==> config.mk <==
export PLATFORM = sky130hd
export DESIGN_NAME = bernoulli_sampler_flat
export DESIGN_NICKNAME = d
export VERILOG_FILES = /design/src/rtl/bernoulli_sampler_if.sv /design/src/rtl/bernoulli_sampler.sv /design/src/flat_wrapper.sv
export SDC_FILE = /design/constraint.sdc
export NUM_CORES = 1
export LEC_CHECK = 0
export CORE_UTILIZATION = 35
export CTS_CLUSTER_SIZE = 10
export DETAILED_ROUTE_END_ITERATION = 7
export HOLD_SLACK_MARGIN = 0.08
export PLACE_DENSITY = 0.63
export SYNTH_ARGS = -nofsm -noshare
export SYNTH_HDL_FRONTEND = slang
export SYNTH_SLANG_ARGS = --single-unit
==> constraint.sdc <==
create_clock -name clk -period 3.6 [get_ports clk]
set_input_delay 0.9 -clock clk [delete_from_list [all_inputs] [get_ports clk]]
set_output_delay 0.9 -clock clk [all_outputs]
set_load 0.1 [all_outputs]
==> src/rtl/bernoulli_sampler_if.sv <==
// Bundle of the signals between the sampler and its neighbours.
// - start is the sweep trigger.
// - The probability stream is prob_valid/prob_data/prob_ready.
// - rand_data is the random word.
// - The result stream is state_valid/state_data/ones_count/state_ready.
// - busy is a status flag.
// Handshake rule on both streams: a word transfers on a rising clk edge
// where valid and ready are both high. A producer holding valid keeps its
// data stable until that edge. Ready may depend on state, never on valid.
interface bernoulli_sampler_if #(
    parameter int bitlength = 8,
    parameter int NUM_UNITS = 16
);
    localparam int CNT_W = $clog2(NUM_UNITS + 1);

    logic                 start;
    logic                 prob_valid;
    logic [bitlength-1:0] prob_data;
    logic                 prob_ready;
    logic [bitlength-1:0] rand_data;
    logic                 state_valid;
    logic [NUM_UNITS-1:0] state_data;
    logic [CNT_W-1:0]     ones_count;
    logic                 state_ready;
    logic                 busy;

    // Environment side: produces probabilities and random words, consumes vectors.
    modport master (
        output start, prob_valid, prob_data, rand_data, state_ready,
        input  prob_ready, state_valid, state_data, ones_count, busy
    );

    // Sampler side.
    modport slave (
        input  start, prob_valid, prob_data, rand_data, state_ready,
        output prob_ready, state_valid, state_data, ones_count, busy
    );
endinterface

==> src/rtl/bernoulli_sampler.sv <==
// Bernoulli sampler for the RBM Gibbs loop.
// - It collects NUM_UNITS probabilities per sweep.
// - Each unit fires when the current random word is below its probability.
// - The finished vector is presented together with its population count.
// state_dbg exposes the FSM state: 0 = IDLE, 1 = SAMPLE, 2 = OUTPUT.
module bernoulli_sampler #(
    parameter int bitlength = 8,
    parameter int NUM_UNITS = 16
) (
    input  logic                clk,
    input  logic                reset,
    bernoulli_sampler_if.slave  bus,
    output logic [1:0]          state_dbg
);
    localparam int IDX_W = $clog2(NUM_UNITS);
    localparam int CNT_W = $clog2(NUM_UNITS + 1);

    typedef enum logic [1:0] {
        IDLE   = 2'd0,
        SAMPLE = 2'd1,
        OUTPUT = 2'd2
    } state_t;

    state_t               state_q, state_d;
    logic [IDX_W-1:0]     idx_q, idx_d;
    logic [NUM_UNITS-1:0] state_data_q, state_data_d;
    logic [CNT_W-1:0]     ones_count_q, ones_count_d;
    logic                 state_valid_q, state_valid_d;
    logic                 fire;

    // Next-state, sweep bookkeeping and sample decision.
    always_comb begin
        state_d      = state_q;
        idx_d        = idx_q;
        state_data_d = state_data_q;
        ones_count_d = ones_count_q;
        fire         = (bus.rand_data < bus.prob_data);

        case (state_q)
            IDLE: begin
                if (bus.start) begin
                    state_d      = SAMPLE;
                    idx_d        = '0;
                    state_data_d = '0;
                    ones_count_d = '0;
                end
            end
            SAMPLE: begin
                // start is deliberately ignored here; only accepts advance the sweep.
                if (bus.prob_valid) begin
                    state_data_d[idx_q] = fire;
                    ones_count_d        = ones_count_q + CNT_W'(fire);
                    if (idx_q == IDX_W'(NUM_UNITS - 1)) begin
                        state_d = OUTPUT;
                        idx_d   = '0;
                    end else begin
                        idx_d = idx_q + 1'b1;
                    end
                end
            end
            OUTPUT: begin
                // Vector held until consumed; a start in the same cycle chains a new sweep.
                if (bus.state_ready) begin
                    if (bus.start) begin
                        state_d      = SAMPLE;
                        idx_d        = '0;
                        state_data_d = '0;
                        ones_count_d = '0;
                    end else begin
                        state_d = IDLE;
                    end
                end
            end
            default: begin
                state_d = IDLE;
            end
        endcase

        state_valid_d = (state_d == OUTPUT);
    end

    // State and result registers; reset drops any partial sweep.
    always_ff @(posedge clk) begin
        if (reset) begin
            state_q       <= IDLE;
            idx_q         <= '0;
            state_data_q  <= '0;
            ones_count_q  <= '0;
            state_valid_q <= 1'b0;
        end else begin
            state_q       <= state_d;
            idx_q         <= idx_d;
            state_data_q  <= state_data_d;
            ones_count_q  <= ones_count_d;
            state_valid_q <= state_valid_d;
        end
    end

    assign bus.prob_ready  = (state_q == SAMPLE);
    assign bus.busy        = (state_q != IDLE);
    assign bus.state_valid = state_valid_q;
    assign bus.state_data  = state_data_q;
    assign bus.ones_count  = ones_count_q;
    assign state_dbg       = state_q;
endmodule

==> src/flat_wrapper.sv <==
// flat-port wrapper written by rule: the top's interface ports become plain ports
module bernoulli_sampler_flat 
#(
    parameter int bitlength = 8,
    parameter int NUM_UNITS = 16
)
  (clk, reset, state_dbg, bus_start, bus_prob_valid, bus_prob_data, bus_rand_data, bus_state_ready, bus_prob_ready, bus_state_valid, bus_state_data, bus_ones_count, bus_busy);
  bernoulli_sampler_if #(.bitlength(bitlength), .NUM_UNITS(NUM_UNITS)) bus_i ();
  input  logic clk;
  input  logic reset;
  output logic [1:0] state_dbg;
  input wire logic [$bits(bus_i.start)-1:0] bus_start;
  input wire logic [$bits(bus_i.prob_valid)-1:0] bus_prob_valid;
  input wire logic [$bits(bus_i.prob_data)-1:0] bus_prob_data;
  input wire logic [$bits(bus_i.rand_data)-1:0] bus_rand_data;
  input wire logic [$bits(bus_i.state_ready)-1:0] bus_state_ready;
  output wire logic [$bits(bus_i.prob_ready)-1:0] bus_prob_ready;
  output wire logic [$bits(bus_i.state_valid)-1:0] bus_state_valid;
  output wire logic [$bits(bus_i.state_data)-1:0] bus_state_data;
  output wire logic [$bits(bus_i.ones_count)-1:0] bus_ones_count;
  output wire logic [$bits(bus_i.busy)-1:0] bus_busy;
  assign bus_i.start = bus_start;
  assign bus_i.prob_valid = bus_prob_valid;
  assign bus_i.prob_data = bus_prob_data;
  assign bus_i.rand_data = bus_rand_data;
  assign bus_i.state_ready = bus_state_ready;
  assign bus_prob_ready = bus_i.prob_ready;
  assign bus_state_valid = bus_i.state_valid;
  assign bus_state_data = bus_i.state_data;
  assign bus_ones_count = bus_i.ones_count;
  assign bus_busy = bus_i.busy;
  bernoulli_sampler #(.bitlength(bitlength), .NUM_UNITS(NUM_UNITS)) u_core (.clk(clk), .reset(reset), .bus(bus_i), .state_dbg(state_dbg));
endmodule
==> metrics.txt <==
Gate Count Post-Synth=~180; Worst slew margin=35.6%; pwr dens=345 mW/mm2; number of synthesized flops with an enable pin=0; CTS H-tree lvls=1; sequential-to-total area share from yosys stat=35.9%; routed len/inst=between 10 and 15 um; Leak=between 0.0009 and 0.001 uW; WL final=between 3000 and 4000 um; syn nets=209; clock buffer depth=2; RSZ-0062 raised after global routing=no; initial antenna violation count=0; dpl cells=263; CP Launch Type=primary input; Crit. Startpoint=bus_prob_data[2]; Die Y=68.8 um; 1st-iter DRT viols=85; Synth Flop Type=dfxtp_1; Die X=68.8 um; Critical Path End Type=register; vias=1305; crit path max fanout=4; Clk Tree Root Cell=clkbuf_8; Hold Crit Depth=2; final antenna-violating net count=0; post-CTS resize count=0; fin worst setup slack=0.254 ns; synthesis warning total=0; nets=252; result of the run=complete, no violations; core area=0.00414 mm2; Site Rows=23; vias in the first global route=1138; I/O Buffers=46; DIE AREA=0.00474 mm2; flops & latches, synth=28; Starting Density=37.7%; CP Data Required Time=3.81 ns; endpoints failing setup=0; CTS Buf Count=3; Finished Layout Cells=267; min Tclk post-route=3.35 ns; synthesis-to-layout area growth=31.2%; CTS tree=yes; largest net degree at the start of global routing=18; final worst-path cycle share=about 93%; Yosys cell types=37; number of clock sinks=28; Ant. Diodes=0; Slew @ Worst Pin=0.963 ns; DP Area=0.00198 mm2; Finished Cell Area=0.00205 mm2; dpl ws=-0.0364 ns; Clock Skews=0.00840 ns; mapped cell area=0.00156 mm2; Arr. time, crit path=3.55 ns; HPWL after detailed placement=2490 um; Max-Cap Viols=0; Pins Over Slew Limit=0; worst vdd ir=roughly 140 uV; clk slew on worst S/H paths=0.10 ns; critical path type=in -> reg; CTS Hold Bufs=0; Syn Area/Cell=8.93 um2; Hold WC Path Type=reg -> reg; I/O Pins=47; Total Routing Usage GR=14.9%; GRT Residual Overflow=0; GPL Wtd Cong=about 0.74; fill count=421; first-pass GRT wire length=around 5200 um; postcts setup bufs=0; FF-to-FF Start=u_core.state_dbg[0]; fraction of registers with async set/reset=0%; Vias/cell=4.89; reg2reg path depth=4; DR pass1 iterations=4; layout cells sized above 1=~17%; DRC Markers=0; worst skew pair latency=0.28 ns; hold_sp=u_core.bus.state_data[9]; Hold Fails Final Rpt=0; fmax=0.299 GHz
==> synthesized netlist by cell type (2+ instances only) <==
master | instances | area, um2
nand3_1 | 14 | 70.1
inv_1 | 11 | 41.3
o211ai_1 | 4 | 30.0
buf_2 | 2 | 10.0
o31ai_1 | 2 | 15.0
o21ai_1 | 3 | 15.0
nor3_1 | 3 | 15.0
dfxtp_1 | 28 | 561
and2b_1 | 2 | 15.0
a21oi_1 | 11 | 55.1
clkbuf_1 | 3 | 11.3
a21o_1 | 2 | 15.0
buf_4 | 2 | 15.0
nand2_1 | 22 | 82.6
ha_1 | 13 | 163
nor2b_1 | 3 | 18.8
a21oi_4 | 2 | 32.5
mux2i_1 | 16 | 160
o2111ai_1 | 3 | 26.3
nand2b_1 | 3 | 18.8
or3_1 | 5 | 31.3
nor2_1 | 6 | 22.5
==> path summary, 6_finish.rpt <==
kind / to / slack, ns
worst max-delay path: u_core.bus.ones_count[4] / 0.25
worst min-delay path: u_core.bus.state_data[9] / 0.46
worst max register to register: u_core.bus.ones_count[4] / 1.78
worst min register to register: u_core.bus.state_data[9] / 0.46
==> worst max-delay path, cell delays in order <==
cell             delay, ns
clkdlybuf4s50_1       0.45
inv_1                 0.04
ha_1                  0.25
or3_1                 0.34
a21oi_1               0.27
nor3_1                0.13
nor2b_1               0.13
ha_1                  0.19
ha_1                  0.15
inv_1                 0.06
or4_1                 0.49
a21oi_1               0.15
==> per-stage QoR <==
| stage | setup TNS [ns] | total power (uW) | hold WS [ns] | utilization [%] |
|---|---|---|---|---|
| global placement | 0 | 467 | 0.452 | 47.8 |
| floorplan | 0 | 426 | 0.489 | - |
| global route | 0 | 743 | 0.489 | 49.5 |
| detailed placement | -0.0364 | 466 | 0.452 | 47.8 |
| CTS | 0 | 715 | 0.467 | 49.5 |
| finish | 0 | 708 | 0.463 | 49.5 |
==> layout by cell type, fill, tap and decap left out, types with 2 or more instances in the layout <==
cell type,Yosys,final
dfxtp_1,28,28
buf_4,2,26
nand2_1,22,22
clkdlybuf4s50_1,0,21
mux2i_1,16,16
nand3_1,14,14
ha_1,13,13
inv_1,11,11
a21oi_1,11,11
nor2_1,6,6
or3_1,5,5
o211ai_1,4,4
nand2b_1,3,3
nor3_1,3,3
nor2b_1,3,3
o21ai_1,3,3
o2111ai_1,3,3
clkbuf_8,0,3
and2b_1,2,2
a21oi_4,2,2
a21o_1,2,2
o31ai_1,2,2
==> power breakdown <==
group          switching [uW]  internal, uW
logic                    87.7          52.6
clock network             101           149
registers                4.82           313
==> sequential cells by signal, indices dropped and copies added (netlist names) <==
signal                  count
u_core.bus.ones_count       5
u_core.bus.state_data      16
u_core.bus.state_valid      1
u_core.idx_q                4
u_core.state_dbg            2
==> logic make-up after synthesis <==
group | synth area share (%)
compound gates | 17.6
fa+ha+maj | 10.4
buf+inv | 5.92
flops | 35.9
mux | 10.2
simple gates | 19.9
==> per-layer routing <==
layer,global-route usage [%],routed length [um]
met1,20.3,1680
met2,22.8,1400
met3,2.96,155
met4,5.87,41
met5,0,0
==> cell type report <==
type                            instances  area [um2]  area share, %
Clock buffer                            3        41.3           2.01
Clock inverter                          1        30.0           1.46
Inverter                               11        41.3           2.01
Multi-Input combinational cell        127         910           44.4
Sequential cell                        28         561           27.3
Tap cell                               50        62.6           3.05
Timing Repair Buffer                   47         405           19.8
(Power assumes the default switching activity.)
